==> config.mk <==
export PLATFORM = sky130hd
export DESIGN_NAME = encoder8_3_stream
export DESIGN_NICKNAME = d
export VERILOG_FILES = /design/src/rtl/encoder8_3_stream.sv
export SDC_FILE = /design/constraint.sdc
export NUM_CORES = 1
export LEC_CHECK = 0
export BUFFER_PORTS_ARGS = -buffer_cell sky130_fd_sc_hd__buf_2
export CAP_MARGIN = 20
export CELL_PAD_IN_SITES_DETAIL_PLACEMENT = 1
export CELL_PAD_IN_SITES_GLOBAL_PLACEMENT = 1
export CORE_UTILIZATION = 43
export CTS_CLUSTER_DIAMETER = 150
export DETAILED_ROUTE_END_ITERATION = 16
export PLACE_DENSITY_LB_ADDON = 0.12
export SLEW_MARGIN = 30
export SYNTH_ARGS = -nofsm -noshare
export SYNTH_HDL_FRONTEND = slang
export SYNTH_SLANG_ARGS = --single-unit
==> constraint.sdc <==
create_clock -name clk -period 2.7 [get_ports clk]
set_input_delay 0.27 -clock clk [delete_from_list [all_inputs] [get_ports clk]]
set_output_delay 0.27 -clock clk [all_outputs]
set_load 0.02 [all_outputs]
==> src/rtl/encoder8_3_stream.sv <==
// encoder8_3_stream: registered 8-to-3 one-hot encoder with a 2-entry
// valid/ready output buffer and a saturating malformed-word counter.
// Result = index of the highest set bit; err flags any word that is not
// exactly one-hot (including all-zero, which encodes as 0).
module encoder8_3_stream #(
  parameter int unsigned CNT_W = 8
) (
  input  logic             clk,
  input  logic             rst_n,
  input  logic             in_vld,
  input  logic [7:0]       in_data,
  output logic             in_rdy,
  output logic             out_vld,
  output logic [2:0]       out_code,
  output logic             out_err,
  input  logic             out_rdy,
  input  logic             err_clr,
  output logic [CNT_W-1:0] err_cnt
);

  // Buffer occupancy doubles as the state encoding (value == entry count).
  typedef enum logic [1:0] {
    S_EMPTY = 2'd0,
    S_ONE   = 2'd1,
    S_FULL  = 2'd2
  } occ_t;

  localparam logic [CNT_W-1:0] ERR_MAX = '1;
  localparam logic [CNT_W-1:0] ERR_ONE = CNT_W'(1);

  occ_t             r_state;
  occ_t             w_state_nxt;

  logic [2:0]       r_code_q [2];
  logic             r_err_q  [2];
  logic             r_wptr;
  logic             r_rptr;

  logic [2:0]       r_last_code;
  logic             r_last_err;

  logic [CNT_W-1:0] r_err_cnt;

  logic [2:0]       w_enc_code;
  logic             w_enc_err;
  logic [3:0]       w_ones;

  logic             w_push;
  logic             w_pop;
  logic [2:0]       w_head_code;
  logic             w_head_err;

  // Handshake decode: ready/valid come from registered occupancy only.
  always_comb begin
    in_rdy  = (r_state != S_FULL);
    out_vld = (r_state != S_EMPTY);
    w_push  = in_vld && in_rdy;
    w_pop   = out_vld && out_rdy;
  end

  // Encoder: later (higher) set bits override earlier ones, giving the
  // highest-index bit; popcount != 1 marks the word as malformed.
  always_comb begin
    w_enc_code = '0;
    w_ones     = '0;
    for (int unsigned i = 0; i < 8; i++) begin
      if (in_data[i]) begin
        w_enc_code = i[2:0];
        w_ones     = w_ones + 4'd1;
      end
    end
    w_enc_err = (w_ones != 4'd1);
  end

  // Occupancy state register.
  always_ff @(posedge clk or negedge rst_n) begin
    if (!rst_n) begin
      r_state <= S_EMPTY;
    end else begin
      r_state <= w_state_nxt;
    end
  end

  // Occupancy next-state: push and pop together leave the count unchanged
  // (only possible with one entry, since full blocks push and empty blocks pop).
  always_comb begin
    w_state_nxt = r_state;
    unique case (r_state)
      S_EMPTY: begin
        if (w_push) w_state_nxt = S_ONE;
      end
      S_ONE: begin
        if (w_push && !w_pop)      w_state_nxt = S_FULL;
        else if (w_pop && !w_push) w_state_nxt = S_EMPTY;
      end
      S_FULL: begin
        if (w_pop) w_state_nxt = S_ONE;
      end
      default: w_state_nxt = S_EMPTY;
    endcase
  end

  // Storage and wrapping 1-bit pointers.
  always_ff @(posedge clk or negedge rst_n) begin
    if (!rst_n) begin
      r_wptr      <= 1'b0;
      r_rptr      <= 1'b0;
      r_code_q[0] <= '0;
      r_code_q[1] <= '0;
      r_err_q[0]  <= 1'b0;
      r_err_q[1]  <= 1'b0;
    end else begin
      if (w_push) begin
        r_code_q[r_wptr] <= w_enc_code;
        r_err_q[r_wptr]  <= w_enc_err;
        r_wptr           <= ~r_wptr;
      end
      if (w_pop) begin
        r_rptr <= ~r_rptr;
      end
    end
  end

  // Last popped result, shown while the buffer is empty (the slot under the
  // read pointer may hold an older, stale entry at that point).
  always_ff @(posedge clk or negedge rst_n) begin
    if (!rst_n) begin
      r_last_code <= '0;
      r_last_err  <= 1'b0;
    end else if (w_pop) begin
      r_last_code <= w_head_code;
      r_last_err  <= w_head_err;
    end
  end

  // Head-of-buffer view driven onto the output.
  always_comb begin
    w_head_code = r_code_q[r_rptr];
    w_head_err  = r_err_q[r_rptr];
    if (r_state == S_EMPTY) begin
      out_code = r_last_code;
      out_err  = r_last_err;
    end else begin
      out_code = w_head_code;
      out_err  = w_head_err;
    end
  end

  // Saturating malformed-word counter; a clear in the same cycle as a
  // malformed push restarts the count at one.
  always_ff @(posedge clk or negedge rst_n) begin
    if (!rst_n) begin
      r_err_cnt <= '0;
    end else if (err_clr) begin
      r_err_cnt <= (w_push && w_enc_err) ? ERR_ONE : '0;
    end else if (w_push && w_enc_err && (r_err_cnt != ERR_MAX)) begin
      r_err_cnt <= r_err_cnt + ERR_ONE;
    end
  end

  assign err_cnt = r_err_cnt;

endmodule
==> reports/results.md <==
| Group | Item | Value |
|:---|:---|:---|
| timing | Final min period | 4.11 ns |
| synth | Share of synthesized area occupied by flip-flops and latches | 0.342 |
| status | Status | finished, violations left |
| timing | Post-route clock period utilization | 1.52 |
| grt | Combined global-route utilization of all metal layers | 0.234 |
| floorplan | Core ar. | 3800 um^2 |
| worst hold path | Hold crit path type | primary input to register |
| power and ir drop | Overall power | 2.04 mW |
| layout | Number of filler cells placed in the layout | 434 |
| timing | Setup repair after global routing missed its margin | true |
| drt | Via Count | 1568 |
| cts | CTS HTree Levels | 1 |
| synth | Post-synth ARST share | 1.00 |
| synth | Number of distinct library cells after synthesis | 48 |
| drt | Via count normalized by instance count | 5.44 |
| status | Violations in the final reports | negative setup slack |
| layout | Final non-filler cell total | 288 |
| timing | Setup Total Neg Slack | -13.37 ns |
| power and ir drop | Maximum ir drop on the vdd rail | 0.352 mV |
| synth | Post-synth top area cell | dfrtp_1 |
| grt | Wire length of the first global-routing pass | 7780 um |
| setup path | CP Data Arrival Time | 4.27 ns |
| drt | Post-DRT Antenna Nets | 0 |
| floorplan | Placement Rows | 22 |
| power and ir drop | Power per cell area | 856 nW/um^2 |
| synth | Top-area cell type share of the netlist area | 0.342 |
| setup path | Endpoint required time on the critical path | 2.86 ns |
| grt | Number of global-route vias before repair | 1666 |
| timing | Slew Viols, Final | 0 |
| place | Dpl hpwl | 3480 um |
| synth | Cells after Synth | 188 |
| drt | Wire length per cell | 16.5 um |
| place | Final weighted congestion of routability-driven global placement | 0.787 |
| cts | Maximum clock path buffer count | 2 |
| grt | Initial antenna violation count | 0 |
| timing | Total setup violations reported at the end of the flow | 10 |
| drt | Number of iterations in the first detailed-routing pass | 4 |
| floorplan | IO Pins | 27 |
| layout | Area delta synth->final | 35.3% |
| layout | Net total in the final layout | 263 |
| cts | Clock-pin slew on the worst setup and hold paths | 0.08 ns |
| layout | Commonest non-fill, non-tap cells in the layout | buf_4, dfrtp_1, buf_2 |
| synth | Number of flops mapped to enable cells by yosys | 0 |
| cts | Number of sinks driven by the clock tree | 24 |
| grt | Total grt overflow | 0 |
| layout | Fraction of final layout cells with drive strength greater than 1 | 0.396 |
| synth | Synthesized area | 1760 um^2 |
| floorplan | Die boundary width | 65.9 um |
| synth | Total number of yosys warnings | 0 |
| synth | Post-synthesis average cell area | 9.35 um^2 |
| cts | Worst skew pair latency | 0.27 ns |
| flow run | Number of max-capacitance violations reported | 0 |
| timing | Actual slew at the worst max-slew pin | 0.562 ns |
| cts | Number of buffers inserted during clock tree synthesis | 3 |
| drt | Initial detailed-routing violation count | 63 |
| cts | Clock root cell | clkbuf_8 |
| setup path | Worst Path Class, Setup | primary input to register |
| timing | Final-report hold violation count | 0 |
| floorplan | Die Ht | 65.9 um |
| setup path | Critical Path End Type | register |
| layout | Total inserted antenna cells | 0 |
| drt | Drt drc | 0 |
| timing | Min setup slack post-route | -1.41 ns |
| grt | Largest net degree at the start of global routing | 25 |
| setup path | Startpoint type of the worst setup path | primary input |
| synth | Dominant register cell in the synthesized netlist | dfrtp_1 |
| setup path | Maximum fanout along the worst path | 7 |
| timing | Headroom to the max-slew limit | 0.625 |
| drt | Total wire length after detailed routing | 4750 um |
| layout | Most frequent standard cell in the layout excluding fill and tap cells | buf_4 |
| timing | Setup clock skew after layout | 0.00640 ns |
| cts | TritonCTS clock tree | yes |
| place | IO buf count | 26 |
| floorplan | Overall die area | 4350 um^2 |
| timing | Maximum clock frequency | 243 MHz |
| synth | Leading post-synthesis cells by cell area | dfrtp_1, ha_1, nand2_1, nor2_1, mux2i_1 |
| synth | Number of synthesized register bits | 24 |
| floorplan | Effective utilization at floorplan | 0.463 |
| power and ir drop | Leakage | 1.08 nW |
| place | Number of cells in the design after placement | 279 |
| synth | Synthesized netlist net count | 210 |
[cell type report]
| cell class | instances | area [um^2] | share of cell area |
|---|---|---|---|
| clock buffer | 3 | 41.3 | 0.0174 |
| sequential | 24 | 601 | 0.252 |
| timing repair buffer | 58 | 414 | 0.174 |
| clock inverter | 1 | 30.0 | 0.0126 |
| inverter | 7 | 41.3 | 0.0174 |
| tap | 48 | 60.1 | 0.0252 |
| multi-input combinational | 147 | 1190 | 0.501 |
[worst paths after layout]
| check | startpoint | depth (start not counted) | slack (ns) | endpoint |
|---|---|---|---|---|
| worst min register to register | r_code_q[2] | 2 | 0.50 | r_code_q[2] |
| max in group asynchronous | rst_n | 2 | 1.81 | r_wptr |
| worst max register to register | err_cnt[0] | 6 | 0.34 | err_cnt[7] |
| worst min-delay path | out_rdy | 2 | 0.23 | r_state[1] |
| worst max-delay path | in_data[1] | 20 | -1.41 | err_cnt[4] |
| min in group asynchronous | rst_n | 2 | 0.52 | r_state[0] |
[repair_timing]
| item | CTS | global route |
|---|---|---|
| hold endpoints to repair | 24 | 0 |
| resized for setup | 14 | 7 |
| hold buffers | 1 | 0 |
| setup endpoints to repair | 10 | 10 |
| buffers inserted | 1 | 3 |
| pin swaps | 11 | 6 |
[synthesized netlist by cell type, drive strengths merged (2+ instances only)]
cell type and count:
a21oi 12, and3 3, buf 6, clkbuf 4, dfrtp 24, ha 9
inv 7, mux2 7, mux2i 6, nand2 22, nand2b 4, nand3 3
nand3b 2, nand4 2, nor2 18, nor2b 3, nor3 5, nor3b 4
o21ai 10, o22ai 2, o31ai 3, or3 3, or4 2, xnor2 9
xor2 4
[per-stage QoR]
stage	util	worst slack (ns)	area (um^2)	hold slack (ns)
2_1_floorplan	-	-1.76	1840	-0.0256
3_3_place_gp	0.571	-1.91	2170	0.274
3_5_place_dp	0.571	-1.99	2170	0.286
4_1_cts	0.611	-1.46	2320	0.221
5_1_grt	0.626	-1.50	2380	0.238
6_report	0.626	-1.41	2380	0.229
[state kept, by name, indices dropped and copies added (netlist names)]
signal       flops
r_state          2
r_rptr           1
err_cnt          8
r_code_q         6
r_wptr           1
r_last_err       1
r_last_code      3
r_err_q          2
[report_power, final]
| group | switching (mW) | leakage (nW) | internal, mW |
|---|---|---|---|
| logic | 0.593 | 0.754 | 0.523 |
| clock network | 0.122 | 0.0357 | 0.198 |
| registers | 0.109 | 0.291 | 0.490 |
[routing by layer]
layer	vias up	share of wire	GRT usage
met5	-	0	0
met4	0	0.016	0.0505
met3	8	0.019	0.0224
met2	23	0.54	0.458
met1	778	0.43	0.268
li1	759	-	-
[cell families (layout without fill, tap and decap cells)]
kind of cell,after synthesis,after routing,synth area share
and+or+nand+nor,75,75,0.221
AOI/OAI and AO/OA,35,35,0.123
DFF,24,24,0.342
buffers and inverters,17,69,0.0562
xor gates and xnor gates,15,15,0.111
muxes,13,13,0.0833
adders and majority gates,9,9,0.0641
[critical path, cell delays in order]
cell     delay, ns
buf_12        0.09
inv_12        0.03
ha_4          0.23
xor2_1        0.14
ha_1          0.32
nand2_2       0.09
o31ai_4       0.08
ha_4          0.22
mux2_4        0.27
ha_4          0.21
a221o_1       0.36
ha_4          0.23
mux2_4        0.27
ha_4          0.17
xor2_2        0.14
or4b_1        0.49
a21oi_2       0.15
buf_6         0.16
nor3_4        0.05
mux2_4        0.30
(Power assumes the default switching activity.)
